### src/rtl/boid_pkg.sv
// Shared types and defaults for the boid memory arbiter.
// The optional starvation guard is enabled by defining BOID_ARB_STARVE_EN.
package boid_pkg;

   localparam int BOID_ADDR_W = 12;
   localparam int BOID_DATA_W = 32;
   localparam int BOID_LEN_W  = 8;

   // 32-bit words per boid record in the data RAM
   localparam int BOID_REC_STRIDE = 4;

   typedef enum logic [1:0] {
      IDLE  = 2'd0,
      BURST = 2'd1,
      DRAIN = 2'd2
   } arb_state_t;

endpackage

### src/rtl/boid_arb_return.sv
// One-cycle return pipeline: a VGA issue in cycle N yields vga_rvalid,
// vga_rdata and vga_rindex in cycle N+1, aligned with the RAM read latency.
module boid_arb_return
   import boid_pkg::*;
#(
   parameter int DATA_W = BOID_DATA_W,
   parameter int LEN_W  = BOID_LEN_W
) (
   input  logic              clock,
   input  logic              resetn,
   input  logic              issue,
   input  logic [LEN_W-1:0]  issue_idx,
   input  logic [DATA_W-1:0] ram_rdata,
   output logic              vga_rvalid,
   output logic [DATA_W-1:0] vga_rdata,
   output logic [LEN_W-1:0]  vga_rindex
);

   logic             tag_q;
   logic [LEN_W-1:0] idx_q;

   // NOTE: non-blocking assignments keep every register sampling pre-edge values.
   always_ff @(posedge clock or negedge resetn) begin
      if (!resetn) begin
         tag_q <= 1'b0;
         idx_q <= '0;
      end else begin
         tag_q <= issue;
         if (issue)
            idx_q <= issue_idx;
      end
   end

   assign vga_rvalid = tag_q;
   assign vga_rindex = idx_q;
   // RAM data is passed through only when it belongs to a VGA issue
   assign vga_rdata  = tag_q ? ram_rdata : '0;

endmodule

### src/rtl/boid_mem_arbiter.sv
// Shares the processor data RAM between the CPU port (always first) and a
// VGA boid-record burst reader. BOID_ARB_STARVE_EN adds the cpu_stall guard.
module boid_mem_arbiter
   import boid_pkg::*;
#(
   parameter int ADDR_W = BOID_ADDR_W,
   parameter int DATA_W = BOID_DATA_W,
   parameter int LEN_W  = BOID_LEN_W
`ifdef BOID_ARB_STARVE_EN
  ,parameter int STARVE_MAX = 16
`endif
) (
   input  logic              clock,
   input  logic              resetn,
   input  logic              cpu_wren,
   input  logic              cpu_rden,
   input  logic [ADDR_W-1:0] cpu_addr,
   input  logic [DATA_W-1:0] cpu_wdata,
   output logic [DATA_W-1:0] cpu_rdata,
`ifdef BOID_ARB_STARVE_EN
   output logic              cpu_stall,
`endif
   input  logic              vga_req,
   input  logic [ADDR_W-1:0] vga_base,
   input  logic [LEN_W-1:0]  vga_len,
   output logic              vga_busy,
   output logic              vga_rvalid,
   output logic [DATA_W-1:0] vga_rdata,
   output logic [LEN_W-1:0]  vga_rindex,
   output logic              vga_done,
   output logic              ram_wen,
   output logic [ADDR_W-1:0] ram_addr,
   output logic [DATA_W-1:0] ram_wdata,
   input  logic [DATA_W-1:0] ram_rdata
);

   arb_state_t        state_q, state_d;
   logic [ADDR_W-1:0] base_q;
   logic [ADDR_W-1:0] addr_q;
   logic [LEN_W-1:0]  len_q;
   logic [LEN_W-1:0]  idx_q;
   logic              cpu_access;
   logic              cpu_grant;
   logic              issue;
   logic              last_issue;
   logic [ADDR_W-1:0] issue_addr;

   assign cpu_access = cpu_wren | cpu_rden;

`ifdef BOID_ARB_STARVE_EN
   localparam int STARVE_W = $clog2(STARVE_MAX + 1);

   logic [STARVE_W-1:0] starve_q;

   // Counts consecutive BURST cycles lost to the CPU; saturation forces one VGA slot
   assign cpu_stall = (state_q == BURST) && (starve_q == STARVE_W'(STARVE_MAX));
   assign cpu_grant = cpu_access & ~cpu_stall;

   always_ff @(posedge clock or negedge resetn) begin
      if (!resetn)
         starve_q <= '0;
      else if (issue || state_q != BURST)
         starve_q <= '0;
      else if (cpu_access)
         starve_q <= starve_q + STARVE_W'(1);
   end
`else
   assign cpu_grant = cpu_access;
`endif

   assign issue      = (state_q == BURST) && !cpu_grant;
   assign issue_addr = base_q + ADDR_W'(idx_q);
   assign last_issue = issue && (idx_q == len_q - LEN_W'(1));

   assign cpu_rdata  = ram_rdata;
   assign ram_wdata  = cpu_wdata;
   assign vga_busy   = (state_q != IDLE);

   // Zero-length bursts complete on their first DRAIN cycle without any read
   assign vga_done = (state_q == DRAIN) &&
                     ((len_q == '0) ||
                      (vga_rvalid && vga_rindex == len_q - LEN_W'(1)));

   // NOTE: every output of a combinational block gets a default first so no latch is inferred.
   always_comb begin
      ram_wen  = 1'b0;
      ram_addr = addr_q;
      if (cpu_grant) begin
         ram_wen  = cpu_wren;
         ram_addr = cpu_addr;
      end else if (issue) begin
         ram_addr = issue_addr;
      end
   end

   always_comb begin
      state_d = state_q;
      unique case (state_q)
         IDLE:    if (vga_req) state_d = (vga_len == '0) ? DRAIN : BURST;
         BURST:   if (last_issue) state_d = DRAIN;
         DRAIN:   if (vga_done) state_d = IDLE;
         default: state_d = IDLE;
      endcase
   end

   always_ff @(posedge clock or negedge resetn) begin
      if (!resetn) begin
         state_q <= IDLE;
         base_q  <= '0;
         len_q   <= '0;
         idx_q   <= '0;
         addr_q  <= '0;
      end else begin
         state_q <= state_d;
         addr_q  <= ram_addr;
         if (state_q == IDLE && vga_req) begin
            base_q <= vga_base;
            len_q  <= vga_len;
            idx_q  <= '0;
         end else if (issue) begin
            idx_q  <= idx_q + LEN_W'(1);
         end
      end
   end

   boid_arb_return #(
      .DATA_W (DATA_W),
      .LEN_W  (LEN_W)
   ) u_return (
      .clock      (clock),
      .resetn     (resetn),
      .issue      (issue),
      .issue_idx  (idx_q),
      .ram_rdata  (ram_rdata),
      .vga_rvalid (vga_rvalid),
      .vga_rdata  (vga_rdata),
      .vga_rindex (vga_rindex)
   );

endmodule

### config.mk
export PLATFORM = sky130hd
export DESIGN_NAME = boid_mem_arbiter
export DESIGN_NICKNAME = d
export VERILOG_FILES = /design/src/rtl/boid_pkg.sv /design/src/rtl/boid_arb_return.sv /design/src/rtl/boid_mem_arbiter.sv
export SDC_FILE = /design/constraint.sdc
export NUM_CORES = 1
export LEC_CHECK = 0
export ABC_AREA = 1
export BUFFER_PORTS_ARGS = -buffer_cell sky130_fd_sc_hd__buf_2
export CORE_MARGIN = 2
export CORE_UTILIZATION = 40
export CTS_CLUSTER_DIAMETER = 40
export CTS_CLUSTER_SIZE = 28
export DETAILED_ROUTE_END_ITERATION = 10
export PLACE_DENSITY_LB_ADDON = 0.12
export SLEW_MARGIN = 20
export SYNTH_ARGS = -nofsm -noshare
export SYNTH_HDL_FRONTEND = slang
export SYNTH_HIERARCHICAL = 1
export SYNTH_SLANG_ARGS = --single-unit
### constraint.sdc
create_clock -name clock -period 2.13 [get_ports clock]
set_input_delay 0.213 -clock clock [delete_from_list [all_inputs] [get_ports clock]]
set_output_delay 0.213 -clock clock [all_outputs]
set_load 0.02 [all_outputs]
==> impl_results.md, run 1 <==
* Final setup viols at 10
* Worst-path clk slew at approximately 0.1 ns
* CP startpoint: base_q[0]
* Unrepaired setup endpoints after global routing: yes
* Register bit total from synthesis at 51
* Clk Tree Root Cell: clkbuf_8
* Cell area after layout at around 4700 µm²
* Startpoint type of the worst setup path: flop
* Largest cells by area after synthesis: dfrtp_1 34%, nand2_1 17%, buf_4 13%
* Min-delay worst type: primary input to flop
* Worst path slowest cell: dfrtp_1
* Outcome: finished with violations
* Die Y-Extent at between 100 and 150 µm
* Average cell area after synthesis at approximately 6.9 µm²
* WL per Instance at between 10 and 15 µm
* Nets at 775
* DRC violations left at 0
* TritonCTS Sinks at 51
* Crit end category: output pin
* Placer Congestion at approximately 0.94
* Crit Path Max Fanout at 3
* Tightest Pin Transition at between 0.5 and 0.6 ns
* Layout cells sized above 1 at a little over a third
* Total number of vias at 3802
* Post-DP HPWL at ~8400 µm
* Area growth, synth to finish at 24.4%
* Grt ovf at 0
* Worst path cell trace: ha_2, inv_2, fa_2, o21ai_4, nand4_1, a21oi_2, xor2_1, o21ai_1, nand2_1, buf_6
* Worst VDD drop at between 0.2 and 0.3 mV
* Initial antenna violation count at 0
* Final ANT Viol Nets at 0
* Starting density of the core at between 40% and 50%
* Synth Area in XOR/XNOR at 1.85%
* DP Area at between 4000 and 5000 µm²
* Crit Path Class: flop to output pin
* First-pass GRT wire length at between 15000 and 20000 µm
* Seq/Total Area, Yosys at about a third
* Post-synth top area share at 33.7%
* Synthesized cell area at between 3000 and 4000 µm²
* PortBufs at around 160
* Critical Path AT at between 2 and 2.5 ns
* Origin of the critical flop-to-flop path: base_q[0]
* Failing checks: negative setup slack
* Number of max-capacitance violations reported at 0
* Number of global-route vias before repair at between 3000 and 4000
* Die width at 101 µm
* Largest net degree at the start of global routing at 52
* Hold Vio Cnt, Final at 0
* I/O pin total at approximately 220
* Synth Warn # at 6
* H-tree depth at 2
* Worst slack, placed at -0.00384 ns
* Worst path max stage delay at roughly 0.38 ns
* Worst clock skew at approximately 0.006 ns
* Compound-Gate Fraction of Synth Area at 7.52%
* Core Region at roughly 9200 µm²
* Cells after Synth at ~550
* Final period utilization at 116%
* Fin. max-slew vios at 0
* Synth area leader: dfrtp_1
* Synth cell count leaders: 170 x nand2_1, 77 x inv_1, 64 x buf_4
* Row count at 35
* Longest Clk Path Bufs at 2
* Total CTS buffers at 5
* Simple-gate share of the synthesized area at a little under a third
* Leak at about 2.8 nW
* Via density at 4.80
* Slew margin rel. at between 60% and 70%
* DRT Wirelength at 10900 µm
* Total Power at around 0.0019 W
* Initial DRT Pass Iterations at 4
* Mux share of post-synthesis cell area at 0%
* Syn Nets at 660
* F_max at approximately 410 MHz
* EDFF count, synth at 0
* Largest family of logic cells by synthesized area: simple AND/OR/NAND/NOR gates
* Required time of the worst setup path at 1.92 ns
* Die area at slightly above 10000 µm²
* Async S/R FF share, synth at 100%
* Power per cell area at about 400 nW/µm²
* GRT Resource Usage Total at 20.0%
* Synth Flop Type: dfrtp_1
* Yosys cell types at 36
* Core Util, Final at 51.1%
* Hold path start: vga_base[5]
* # diodes at 0
* Clk Latency, worst-skew pair at approximately 0.31 ns
* Count leader, synth: nand2_1
* Fin worst setup slack at -0.332 ns
* CTS tree: built
* Adder-cell area share of the yosys netlist at between 4 and 5%
* DR iter-0 viols at 134
* Tmin final at between 2 and 2.5 ns
-- stage by stage --
stage               hold WS [ns]  setup TNS, ns  std cells
floorplan                -0.0826              0        547
global placement           0.231              0        776
detailed placement         0.229       -0.00384        776
CTS                       0.0826          -1.47        788
global route               0.104          -2.68        792
finish                    0.0919          -1.67        792
-- critical path: cells and delay by family (launching register included) --
kind / cells / cell delay, ns
adders and majority gates: 2 / 0.55
AOI/OAI and AO/OA: 3 / 0.41
DFF: 1 / 0.38
and+or+nand+nor: 2 / 0.28
xor gates and xnor gates: 1 / 0.17
buffers and inverters: 2 / 0.16
-- logic make-up after synthesis --
kind of cell             count (synthesis)
AND/OR/NAND/NOR                        267
buffers and inverters                  157
AO/OA/AOI/OAI                           52
flip-flops                              51
adder cells (fa/ha/maj)                 12
XOR/XNOR                                 8
-- flip-flops by register name, indices dropped and copies added, names as in the netlist --
name	flops
addr_q	12
base_q	12
idx_q	8
len_q	8
u_return/vga_rindex	8
state_q	2
u_return/vga_rvalid	1
-- layout make-up --
cell class | instances | area (µm²)
tap | 129 | 161
fill | 968 | 4520
sequential | 51 | 1280
inverter | 81 | 304
multi-input combinational | 339 | 1830
timing repair buffer | 184 | 1040
clock buffer | 8 | 100
-- power breakdown --
group | total (W) | internal (W) | switching [W]
combinational | 0.000274 | 0.000113 | 0.000161
sequential | 0.000991 | 0.000986 | 0.00000483
clock | 0.000634 | 0.000298 | 0.000336
-- worst paths after layout --
| kind | depth (start not counted) | slack, ns | to |
|---|---|---|---|
| setup / recovery | 10 | -0.33 | ram_addr[10] |
| hold / removal | 3 | 0.09 | base_q[5] |
| setup reg to reg | 10 | 0.22 | addr_q[6] |
| hold reg to reg | 2 | 0.52 | base_q[7] |
| max in group asynchronous | 3 | 1.45 | addr_q[5] |
| min in group asynchronous | 3 | 0.39 | addr_q[9] |
-- placed cells by master, fill, tap and decap left out, types with 5 or more instances in the layout --
cell / Yosys / final
nand2_1: 170 / 167
buf_2: 2 / 147
inv_1: 77 / 75
dfrtp_1: 51 / 51
nand3_1: 43 / 42
buf_4: 64 / 31
nor2_1: 26 / 24
o21ai_0: 23 / 16
a21oi_1: 18 / 12
nor3_1: 7 / 7
clkbuf_8: 0 / 7
o21ai_1: 2 / 6
inv_2: 3 / 5
nor2_2: 4 / 5
xor2_1: 6 / 5
o211ai_1: 5 / 5
ha_4: 0 / 5
-- routing by layer --
metal / track usage (%) / wire length (µm) / vias up / share of wire [%]
met1: 24.2 / 4500 / 1774 / 41
li1: - / - / 1863 / -
met5: 0 / 0 / - / 0
met3: 5.87 / 851 / 8 / 7.8
met2: 35.2 / 5480 / 157 / 50
met4: 4.68 / 108 / 0 / 0.99
-- repair_timing --
item                       in CTS  in global routing
hold endpoints to repair       51                  0
pin swaps                      10                  7
buffers inserted                3                  4
hold buffers                    1                  0
resized for setup              36                 13
setup endpoints to repair      11                 12
Note: power is estimated with default switching activity, not from simulation.
==> inputs of run 2 (changes only) <==
--- a/config.mk
+++ b/config.mk
@@ -9,4 +9,6 @@
 export BUFFER_PORTS_ARGS = -buffer_cell sky130_fd_sc_hd__buf_2
+export CELL_PAD_IN_SITES_DETAIL_PLACEMENT = 1
+export CELL_PAD_IN_SITES_GLOBAL_PLACEMENT = 1
 export CORE_MARGIN = 2
-export CORE_UTILIZATION = 40
+export CORE_UTILIZATION = 27
 export CTS_CLUSTER_DIAMETER = 40
@@ -15,3 +17,2 @@
 export PLACE_DENSITY_LB_ADDON = 0.12
-export SLEW_MARGIN = 20
 export SYNTH_ARGS = -nofsm -noshare
==> constraint.sdc (replaced) <==
create_clock -name clock -period 2.13 [get_ports clock]
set_input_delay 0 -clock clock [delete_from_list [all_inputs] [get_ports clock]]
set_output_delay 0 -clock clock [all_outputs]
set_load 0.02 [all_outputs]
==> run 2 against run 1 <==
Compared with the run above:
- the run ends with negative hold slack, negative setup slack left
- first-iteration DRC count up 12%
- die area up 46%
- non-clock buffer count up 43
- register-to-register slack worse by 0.13 ns
- utilization down 13 points
- via count up 5.8%
- clock power up 34%
- critical path type unchanged
- largest power group unchanged
- highest routed layer unchanged
==> impl_results.md, run 2 (synthesized netlist as in run 1, its figures left out) <==
* Origin of the critical flop-to-flop path: base_q[0] (unchanged)
* # diodes at 0 (unchanged)
* Number of global-route vias before repair at 4090 (was 3379)
* Total number of vias at 4022 (was 3802)
* GRT Resource Usage Total at 16.9% (was 20.0%)
* Worst-path clk slew at 0.08 ns (was 0.10 ns)
* Most frequent cells in the layout: 158 x nand2_1, 150 x buf_2, 73 x inv_1 (was 167 x nand2_1, 147 x buf_2, 75 x inv_1)
* Fin worst setup slack at -0.207 ns (was -0.332 ns)
* Via density at 4.54 (was 4.80)
* Setup TNS at -0.508 ns (was -1.67 ns)
* Slew margin rel. at 57.3% (was 60.3%)
* Nets at 818 (was 775)
* Grt ovf at 0 (unchanged)
* F_max at 428 MHz (was 406 MHz)
* Worst R2R Setup Slack at 0.09 ns (was 0.22 ns)
* Worst VDD drop at 0.282 mV (about the same)
* Area growth, synth to finish at 38.9% (was 24.4%)
* Worst path max stage delay at 0.37 ns (was 0.38 ns)
* Hold Vio Cnt, Final at 1 (was 0)
* CTS tree: built (unchanged)
* Crit Path Class: flop to output pin (unchanged)
* Critical Path AT at 2.34 ns (was 2.25 ns)
* Final ANT Viol Nets at 0 (unchanged)
* Startpoint type of the worst setup path: flop (unchanged)
* Post-DP HPWL at 9620 µm (was 8410 µm)
* DRC violations left at 0 (unchanged)
* Placer Congestion at 0.824 (was 0.943)
* DR iter-0 viols at 150 (was 134)
* Die Y-Extent at 123 µm (was 101 µm)
* First-pass GRT wire length at 19900 µm (was 16200 µm)
* Unrepaired setup endpoints after global routing: yes (unchanged)
* WL per Instance at 14.6 µm (was 13.8 µm)
* H-tree depth at 2 (unchanged)
* Longest Clk Path Bufs at 2 (unchanged)
* Worst path cell trace: ha_2, inv_2, fa_2, o21ai_4, buf_4, nand2_2, nand2_2, a21oi_2, xor2_1, o211ai_1, buf_4 (was ha_2, inv_2, fa_2, o21ai_4, nand4_1, a21oi_2, xor2_1, o21ai_1, nand2_1, buf_6)
* Min-delay worst type: primary input to flop (unchanged)
* Crit Path Max Fanout at 3 (unchanged)
* Row count at 43 (was 35)
* Starting density of the core at 27.5% (was 41.0%)
* I/O pin total at 221 (unchanged)
* Fillers at 1754 (was 968)
* Cell area after layout at 5270 µm² (was 4720 µm²)
* Required time of the worst setup path at 2.13 ns (was 1.92 ns)
* Final period utilization at 110% (was 116%)
* Multi-input logic area at 1870 µm² (was 1830 µm²)
* Top flop regs: addr_q x12, base_q x12 (unchanged)
* Clk Latency, worst-skew pair at 0.31 ns (about the same)
* TritonCTS Sinks at 51 (unchanged)
* Worst setup path endpoint: ram_addr[6] (was ram_addr[10])
* Total CTS buffers at 5 (unchanged)
* Worst clock skew at 0.0129 ns (was 0.00617 ns)
* Die area at 15000 µm² (was 10300 µm²)
* Tightest Pin Transition at 0.640 ns (was 0.591 ns)
* Final setup viols at 3 (was 10)
* RR Endpoint: addr_q[6] (unchanged)
* Leak at 3.03 nW (was 2.82 nW)
* FF+latch area at 1280 µm² (about the same)
* Commonest non-fill, non-tap cell in the layout: nand2_1 (unchanged)
* Outcome: finished with violations (unchanged)
* CP startpoint: base_q[0] (unchanged)
* Initial DRT Pass Iterations at 4 (unchanged)
* Initial antenna violation count at 0 (unchanged)
* Die width at 123 µm (was 101 µm)
* Crit end category: output pin (unchanged)
* Tmin final at 2.34 ns (was 2.46 ns)
* Failing checks: negative hold slack, negative setup slack (was negative setup slack)
* Power per cell area at 410 nW/µm² (was 402 nW/µm²)
* Layout cells sized above 1 at 37.7% (was 35.1%)
* Total Power at 0.00216 W (was 0.00190 W)
* Worst path slowest cell: dfrtp_1 (unchanged)
* Largest net degree at the start of global routing at 34 (was 52)
* Number of max-capacitance violations reported at 0 (unchanged)
* Fin. max-slew vios at 0 (unchanged)
* DP Area at 4370 µm² (was 4360 µm²)
* Clk Tree Root Cell: clkbuf_16 (was clkbuf_8)
* DRT Wirelength at 12900 µm (was 10900 µm)
* Register-to-Register Path Depth at 11 (was 10)
* WHS at -0.00346 ns (was 0.0919 ns)
* PortBufs at 156 (unchanged)
* Core Region at 13800 µm² (was 9240 µm²)
run 2: worst max-delay path: cells and delay by family (launching register included):
family | cells | cell delay, ns
XOR/XNOR | 1 | 0.15
AO/OA/AOI/OAI | 3 | 0.45
adder cells (fa/ha/maj) | 2 | 0.57
flip-flops | 1 | 0.37
AND/OR/NAND/NOR | 2 | 0.13
buffers and inverters | 3 | 0.37
run 2: worst min-delay path by stage:
stage | from | end | slack [ns] | depth (start not counted)
2_1_floorplan | resetn | addr_q[0] | -0.30 | 0
4_1_cts | cpu_wdata[15] | ram_wdata[15] | 0.0001 | 0
5_1_grt | cpu_wdata[12] | ram_wdata[12] | 0.00004 | 0
6_report | vga_len[5] | len_q[5] | -0.003 | 3
3_3_place_gp | cpu_wdata[15] | ram_wdata[15] | 0.0001 | 0
3_5_place_dp | cpu_wdata[15] | ram_wdata[15] | 0.0001 | 0
run 2: what timing repair did:
action                     CTS  global route
hold buffers                31             0
gates resized for setup     26            39
gates cloned                 0             0
setup endpoints to repair    8            10
hold endpoints to repair    52             0
buffers inserted             7            20
pin swaps                    5            25
run 2: final cells by class:
cell class	instances	area share [%]
multi-input combinational	339	35.5
timing repair buffer	227	27.3
sequential	51	24.3
inverter	81	5.77
tap	180	4.28
clock buffer	5	2.38
clock inverter	3	0.428
run 2: layer usage:
layer | global-route usage [%] | share of wire (%)
met1 | 19.8 | 40
met2 | 31.6 | 53
met3 | 2.74 | 5.4
met4 | 4.60 | 1.0
met5 | 0 | 0
run 2: power breakdown:
group	switching, W	internal [W]
Clock	0.000409	0.000441
Combinational	0.000172	0.000148
Sequential	0.00000532	0.000986
Total	0.000586	0.00158
run 2: through the flow:
| stage | worst slack (ns) | std cells | util [%] | hold WS (ns) |
|---|---|---|---|---|
| after floorplan | 0.0591 | 547 | - | -0.296 |
| after CTS | -0.197 | 866 | 36.3 | 0.000137 |
| after detailed placement | 0.0958 | 820 | 31.7 | 0.000137 |
| after global placement | 0.149 | 820 | 31.7 | 0.000137 |
| after global routing | -0.347 | 886 | 38.2 | 0.0000387 |
| final | -0.207 | 886 | 38.2 | -0.00346 |
